<file path="src/rtl/dm.sv">
// Debug-module constants and types shared by the JTAG DMI host.
package dm;

  localparam int unsigned DmiDrWidth = 41;
  localparam logic [4:0]  DmiIrValue = 5'h11;

  typedef enum logic [1:0] {
    DtmNop   = 2'h0,
    DtmRead  = 2'h1,
    DtmWrite = 2'h2,
    DtmRsvd  = 2'h3
  } dtm_op_e;

  typedef enum logic [2:0] {
    TapRst,
    IrScan,
    Idle,
    DrScan,
    Resp
  } host_state_e;

endpackage

</file>
<file path="src/rtl/jtag_tck_gen.sv">
// TCK divider: ClkDiv cycles low then ClkDiv cycles high per period while enabled.
module jtag_tck_gen #(
  parameter int unsigned ClkDiv = 2
) (
  input  logic clk_i,
  input  logic rst_i,
  input  logic en_i,
  output logic tck_o,
  output logic rise_o,
  output logic fall_o
);

  localparam logic [8:0] RiseCnt = 9'(ClkDiv - 1);
  localparam logic [8:0] EndCnt  = 9'(2 * ClkDiv - 1);

  logic [8:0] cnt_d, cnt_q;
  logic       tck_d, tck_q;

  // fall_o marks the end of a period: the edge that drives TCK low again.
  assign rise_o = en_i && (cnt_q == RiseCnt);
  assign fall_o = en_i && (cnt_q == EndCnt);
  assign tck_o  = tck_q;

  always_comb begin
    cnt_d = '0;
    tck_d = 1'b0;
    if (en_i) begin
      cnt_d = fall_o ? 9'd0 : cnt_q + 9'd1;
      tck_d = rise_o ? 1'b1 : (fall_o ? 1'b0 : tck_q);
    end
  end

  always_ff @(posedge clk_i or posedge rst_i) begin
    if (rst_i) begin
      cnt_q <= '0;
      tck_q <= 1'b0;
    end else begin
      cnt_q <= cnt_d;
      tck_q <= tck_d;
    end
  end

endmodule

</file>
<file path="src/rtl/dmi_jtag_host.sv">
// JTAG host that resets the TAP, selects the DMI register and runs one DMI scan per request.
module dmi_jtag_host import dm::*; #(
  parameter int unsigned         ClkDiv   = 2,
  parameter int unsigned         IrLength = 5,
  parameter logic [IrLength-1:0] DmiIr    = IrLength'(DmiIrValue)
) (
  input  logic        clk_i,
  input  logic        rst_i,
  input  logic        req_valid_i,
  output logic        req_ready_o,
  input  logic [6:0]  req_addr_i,
  input  logic [31:0] req_data_i,
  input  dtm_op_e     req_op_i,
  output logic        resp_valid_o,
  input  logic        resp_ready_i,
  output logic [31:0] resp_data_o,
  output logic [1:0]  resp_status_o,
  output logic        tck_o,
  output logic        tms_o,
  output logic        tdi_o,
  input  logic        tdo_i
);

  localparam int unsigned DrW = DmiDrWidth;

  localparam logic [7:0] TapRstLast   = 8'd5;
  localparam logic [7:0] IrShiftFirst = 8'd4;
  localparam logic [7:0] IrShiftLast  = 8'(IrLength + 3);
  localparam logic [7:0] IrUpdate     = 8'(IrLength + 4);
  localparam logic [7:0] IrLast       = 8'(IrLength + 5);
  localparam logic [7:0] DrShiftFirst = 8'd3;
  localparam logic [7:0] DrShiftLast  = 8'(DmiDrWidth + 2);
  localparam logic [7:0] DrUpdate     = 8'(DmiDrWidth + 3);
  localparam logic [7:0] DrLast       = 8'(DmiDrWidth + 5);

  host_state_e    state_d, state_q;
  logic [7:0]     step_d, step_q;
  logic [DrW-1:0] shift_d, shift_q;
  logic           tdo_d, tdo_q;

  logic tck_en, tck_rise, tck_fall;
  logic ir_shift, dr_shift;

  assign tck_en   = state_q inside {TapRst, IrScan, DrScan};
  assign ir_shift = (state_q == IrScan) && (step_q >= IrShiftFirst) && (step_q <= IrShiftLast);
  assign dr_shift = (state_q == DrScan) && (step_q >= DrShiftFirst) && (step_q <= DrShiftLast);

  jtag_tck_gen #(
    .ClkDiv (ClkDiv)
  ) u_tck_gen (
    .clk_i  (clk_i),
    .rst_i  (rst_i),
    .en_i   (tck_en),
    .tck_o  (tck_o),
    .rise_o (tck_rise),
    .fall_o (tck_fall)
  );

  // TDO is captured on the rising TCK edge but only shifted in at period end, so TDI
  // (the register LSB) never moves while TCK is high.
  always_comb begin
    state_d = state_q;
    step_d  = step_q;
    shift_d = shift_q;
    tdo_d   = tck_rise ? tdo_i : tdo_q;

    unique case (state_q)
      TapRst: begin
        if (tck_fall) begin
          if (step_q == TapRstLast) begin
            state_d = IrScan;
            step_d  = '0;
            shift_d = DrW'(DmiIr);
          end else begin
            step_d = step_q + 8'd1;
          end
        end
      end
      IrScan: begin
        if (tck_fall) begin
          if (ir_shift) shift_d = {tdo_q, shift_q[DrW-1:1]};
          if (step_q == IrLast) begin
            state_d = Idle;
            step_d  = '0;
          end else begin
            step_d = step_q + 8'd1;
          end
        end
      end
      Idle: begin
        if (req_valid_i) begin
          state_d = DrScan;
          step_d  = '0;
          shift_d = {req_addr_i, req_data_i, req_op_i};
        end
      end
      DrScan: begin
        if (tck_fall) begin
          if (dr_shift) shift_d = {tdo_q, shift_q[DrW-1:1]};
          if (step_q == DrLast) begin
            state_d = Resp;
            step_d  = '0;
          end else begin
            step_d = step_q + 8'd1;
          end
        end
      end
      Resp: begin
        if (resp_ready_i) state_d = Idle;
      end
      default: state_d = TapRst;
    endcase
  end

  always_comb begin
    tms_o = 1'b0;
    unique case (state_q)
      TapRst:  tms_o = (step_q != TapRstLast);
      IrScan:  tms_o = (step_q <= 8'd1) || (step_q == IrShiftLast) || (step_q == IrUpdate);
      DrScan:  tms_o = (step_q == 8'd0) || (step_q == DrShiftLast) || (step_q == DrUpdate);
      default: tms_o = 1'b0;
    endcase
  end

  assign tdi_o         = (ir_shift || dr_shift) ? shift_q[0] : 1'b0;
  assign req_ready_o   = (state_q == Idle);
  assign resp_valid_o  = (state_q == Resp);
  assign resp_data_o   = resp_valid_o ? shift_q[33:2] : 32'h0;
  assign resp_status_o = resp_valid_o ? shift_q[1:0] : 2'h0;

  always_ff @(posedge clk_i or posedge rst_i) begin
    if (rst_i) begin
      state_q <= TapRst;
      step_q  <= '0;
      shift_q <= '0;
      tdo_q   <= 1'b0;
    end else begin
      state_q <= state_d;
      step_q  <= step_d;
      shift_q <= shift_d;
      tdo_q   <= tdo_d;
    end
  end

endmodule

</file>
<file path="config.mk">
export PLATFORM = sky130hd
export DESIGN_NAME = dmi_jtag_host
export DESIGN_NICKNAME = d
export VERILOG_FILES = /design/src/rtl/dm.sv /design/src/rtl/jtag_tck_gen.sv /design/src/rtl/dmi_jtag_host.sv
export SDC_FILE = /design/constraint.sdc
export NUM_CORES = 1
export LEC_CHECK = 0
export CORE_ASPECT_RATIO = 1.75
export CORE_MARGIN = 5
export CORE_UTILIZATION = 45
export CTS_CLUSTER_DIAMETER = 150
export DETAILED_ROUTE_END_ITERATION = 10
export PLACE_DENSITY = 0.73
export SLEW_MARGIN = 20
export SYNTH_ARGS = -nofsm -noshare
export SYNTH_HDL_FRONTEND = slang
export SYNTH_HIERARCHICAL = 1
export SYNTH_SLANG_ARGS = --single-unit
</file>
<file path="constraint.sdc">
create_clock -name clk_i -period 2.83 [get_ports clk_i]
set_input_delay 0.566 -clock clk_i [delete_from_list [all_inputs] [get_ports clk_i]]
set_output_delay 0.566 -clock clk_i [all_outputs]
set_load 0.02 [all_outputs]
</file>
==> results_dict.tcl <==
set metrics [dict create \
    synth_seq_cells 63 \
    drtAntennaViolNets 0 \
    pwr-share-clk 0.500 \
    initial_core_util 0.4596 \
    rrSetupSlack_ns 0.15 \
    worst-endpoint-required_ns 2.26 \
    ys_async_sr_fraction 1.000 \
    grt_max_degree 53 \
    setup_viol 0 \
    r2r_start "u_tck_gen/cnt_q[4]$_DFF_PP0_" \
    ir_worst_vdd_v 0.0002839 \
    avgSynthCellArea_um2 9.296 \
    dieArea_um2 10050 \
    core_um2 7909 \
    totalWireLength_mm 10.01 \
    start_kind "flip-flop" \
    fin_crit_sh 0.9480 \
    p_leak_uw 0.001932 \
    drt_iter0_drc 283 \
    fmax_mhz 372.8 \
    grt_pass1_wl_mm 15.88 \
    seq_power_share 0.458 \
    diodes 0 \
    cts_root_buf "clkbuf_16" \
    synth_warnings 6 \
    hpwl_mm 6.858 \
    clock-sinks 63 \
    tightestPinTransition_ns 0.6755 \
    crit_slowest_cell "clkdlybuf4s50_1" \
    gp_congestion 0.8668 \
    path_clk_slew_ns 0.05 \
    numCtsBuffers 9 \
    maxCapViolCount 0 \
    hold_viol 0 \
    grt_overflow 0 \
    postSynthCellCount 391 \
    area_growth_pct 34.73 \
    synth_edf_count 0 \
    post-route-min-period_ns 2.683 \
    htreeDepth 3 \
    rsz0062_at_grt "no" \
    rows 43 \
    num_vias 3336 \
    hold_class "primary input to async pin" \
    io-pin-count 85 \
    arrival_ns 2.12 \
    final_cell_mix "o21ai_0, clkdlybuf4s50_1, dfrtp_1" \
    syn_area_um2 3635 \
    clk-insertion-delay-late_ns 0.33 \
    path_cells "buf_4, nor3_2, buf_12, and2_1, clkdlybuf4s50_1" \
    end_kind "primary output" \
    power_density_nw_per_um2 403.0 \
    drt-vias-per-instance 5.873 \
    first_pass_iters 5 \
    clock-skew-final_ns 0.004734 \
    final_common_cell "o21ai_0" \
    antenna_found_initial 0 \
    cts_buffer_depth 2 \
    switching_share 0.2075 \
    drc 0 \
    drive_gt1_frac 0.1255 \
    n_fill_cell 683 \
    finalSetupTns_ns 0 \
    rr_worst_depth 8 \
    synthFlopType "dfrtp_1" \
    utilization 0.6192 \
    internal-power_uw 1564 \
    die_h_um 128.9 \
    critPathMaxFanout 29 \
    pwr-share-comb 0.043 \
    grtUsageTotal 0.1966 \
    wl_per_cell_um 17.62 \
    yosysUniqueCellTypes 56 \
    fin_nets 527 \
    cts_tree "built" \
    maxSlewViolCount 0 \
    synthesis.nets 444 \
    worst-setup-path-type "flip-flop to primary output" \
    cp_slowest_stage_delay_ns 0.61 \
    io_buffers 84 \
    maxSlewHeadroom 0.5497 \
    grt_pass1_vias 3205 \
    timing.rr.end "shift_q[31]$_DFFE_PP0P_" \
    die_w_um 77.94 \
    ys_seq_area_frac 0.4337 \
    status "complete, no violations" \
    p_sw_uw 409.6 \
]
how the worst max path moves through the flow:
stage	depth (start not counted)	to	slack [ns]	startpoint
2_1_floorplan	8	shift_q[0]$_DFFE_PP0P_	0.27	u_tck_gen/cnt_q[4]$_DFF_PP0_
3_3_place_gp	8	tms_o	0.13	step_q[0]$_DFFE_PP0P_
3_5_place_dp	8	tms_o	0.07	step_q[0]$_DFFE_PP0P_
4_1_cts	8	tms_o	0.02	step_q[1]$_DFFE_PP0P_
5_1_grt	8	tms_o	0.02	step_q[0]$_DFFE_PP0P_
6_report	5	resp_data_o[7]	0.15	state_q[0]$_DFFE_PP0P_
per-layer routing:
metal | GRT usage | up-vias | wire, µm
li1 | - | 1594 | -
met1 | 0.2425 | 1616 | 3988
met2 | 0.3299 | 106 | 5294
met3 | 0.03922 | 20 | 440
met4 | 0.08856 | 0 | 284
met5 | 0 | - | 0
power groups by stage:
stage          Clock, µW  Combinational (µW)  Sequential (µW)
2_1_floorplan          0                14.0              918
3_3_place_gp           0                85.8              918
3_5_place_dp           0                86.8              918
4_1_cts             1000                86.7              903
5_1_grt             1030                92.4              902
6_report             986                84.7              903
Yosys cell counts, types with 3 or more instances:
library cell   n  area [µm²]
inv_1          8       30.03
and2_1        37       231.5
nand2_1       14       52.55
o2bb2ai_1      4       35.03
nand3_1        7       35.03
clkbuf_2       4       20.02
nor2b_1        3       18.77
nand2b_1       6       37.54
a21oi_1       11       55.05
nor3_1         4       20.02
nor2_1        12       45.04
dfrtp_1       63        1577
buf_2          6       30.03
a22oi_1       39       292.8
mux2_2         3       33.78
o22ai_1        3       18.77
ha_1           7       87.58
or3_1          7       43.79
o21ai_0       86       430.4
clkbuf_1      19       71.32
a21o_1         4       30.03
critical path, delay by kind of cell (launching register included):
kind                   cells  cell delay (ns)
buffers and inverters      3             0.99
flip-flops                 1             0.38
AND/OR/NAND/NOR            2             0.42
what timing repair did:
item	CTS	global route
buffers inserted	2	0
setup endpoints to repair	2	41
hold buffers	0	0
gates resized for setup	3	5
stage by stage:
step                      worst slack (ns)  hold slack, ns  power (µW)  instances  area, µm²
after floorplan                     0.2694          0.4062       932.3        391       3635
after global placement              0.1294          0.4801        1004        551       4611
after detailed placement           0.06991          0.4988        1005        551       4611
after CTS                          0.01604          0.4215        1990        568       4890
after global routing               0.02115          0.4323        2024        568       4897
final                               0.1473          0.4286        1974        568       4897
cells by family after synthesis:
family,after synthesis,synth area share
flops,63,0.4337
buf+inv,40,0.04888
xor+xnor,3,0.007230
mux,4,0.01342
compound gates,164,0.2874
fa+ha+maj,7,0.02410
simple gates,110,0.1852
final cells by class:
cell class,count,area [µm²],area share
clock buffers,11,242.7,0.04957
clock inverters,4,22.52,0.004599
inverters,8,30.03,0.006132
multi-input cells,288,1914,0.3909
flip-flops and latches,63,1578,0.3222
well taps,90,112.6,0.02299
repair buffers,104,997.2,0.2036
sequential cells by signal, indices dropped and copies added, names as in the netlist:
name,cells
step_q,8
u_tck_gen/cnt_q,9
state_q,3
u_tck_gen/tck_o,1
shift_q,41
tdo_q,1
Note: power is estimated with default switching activity, not from simulation.
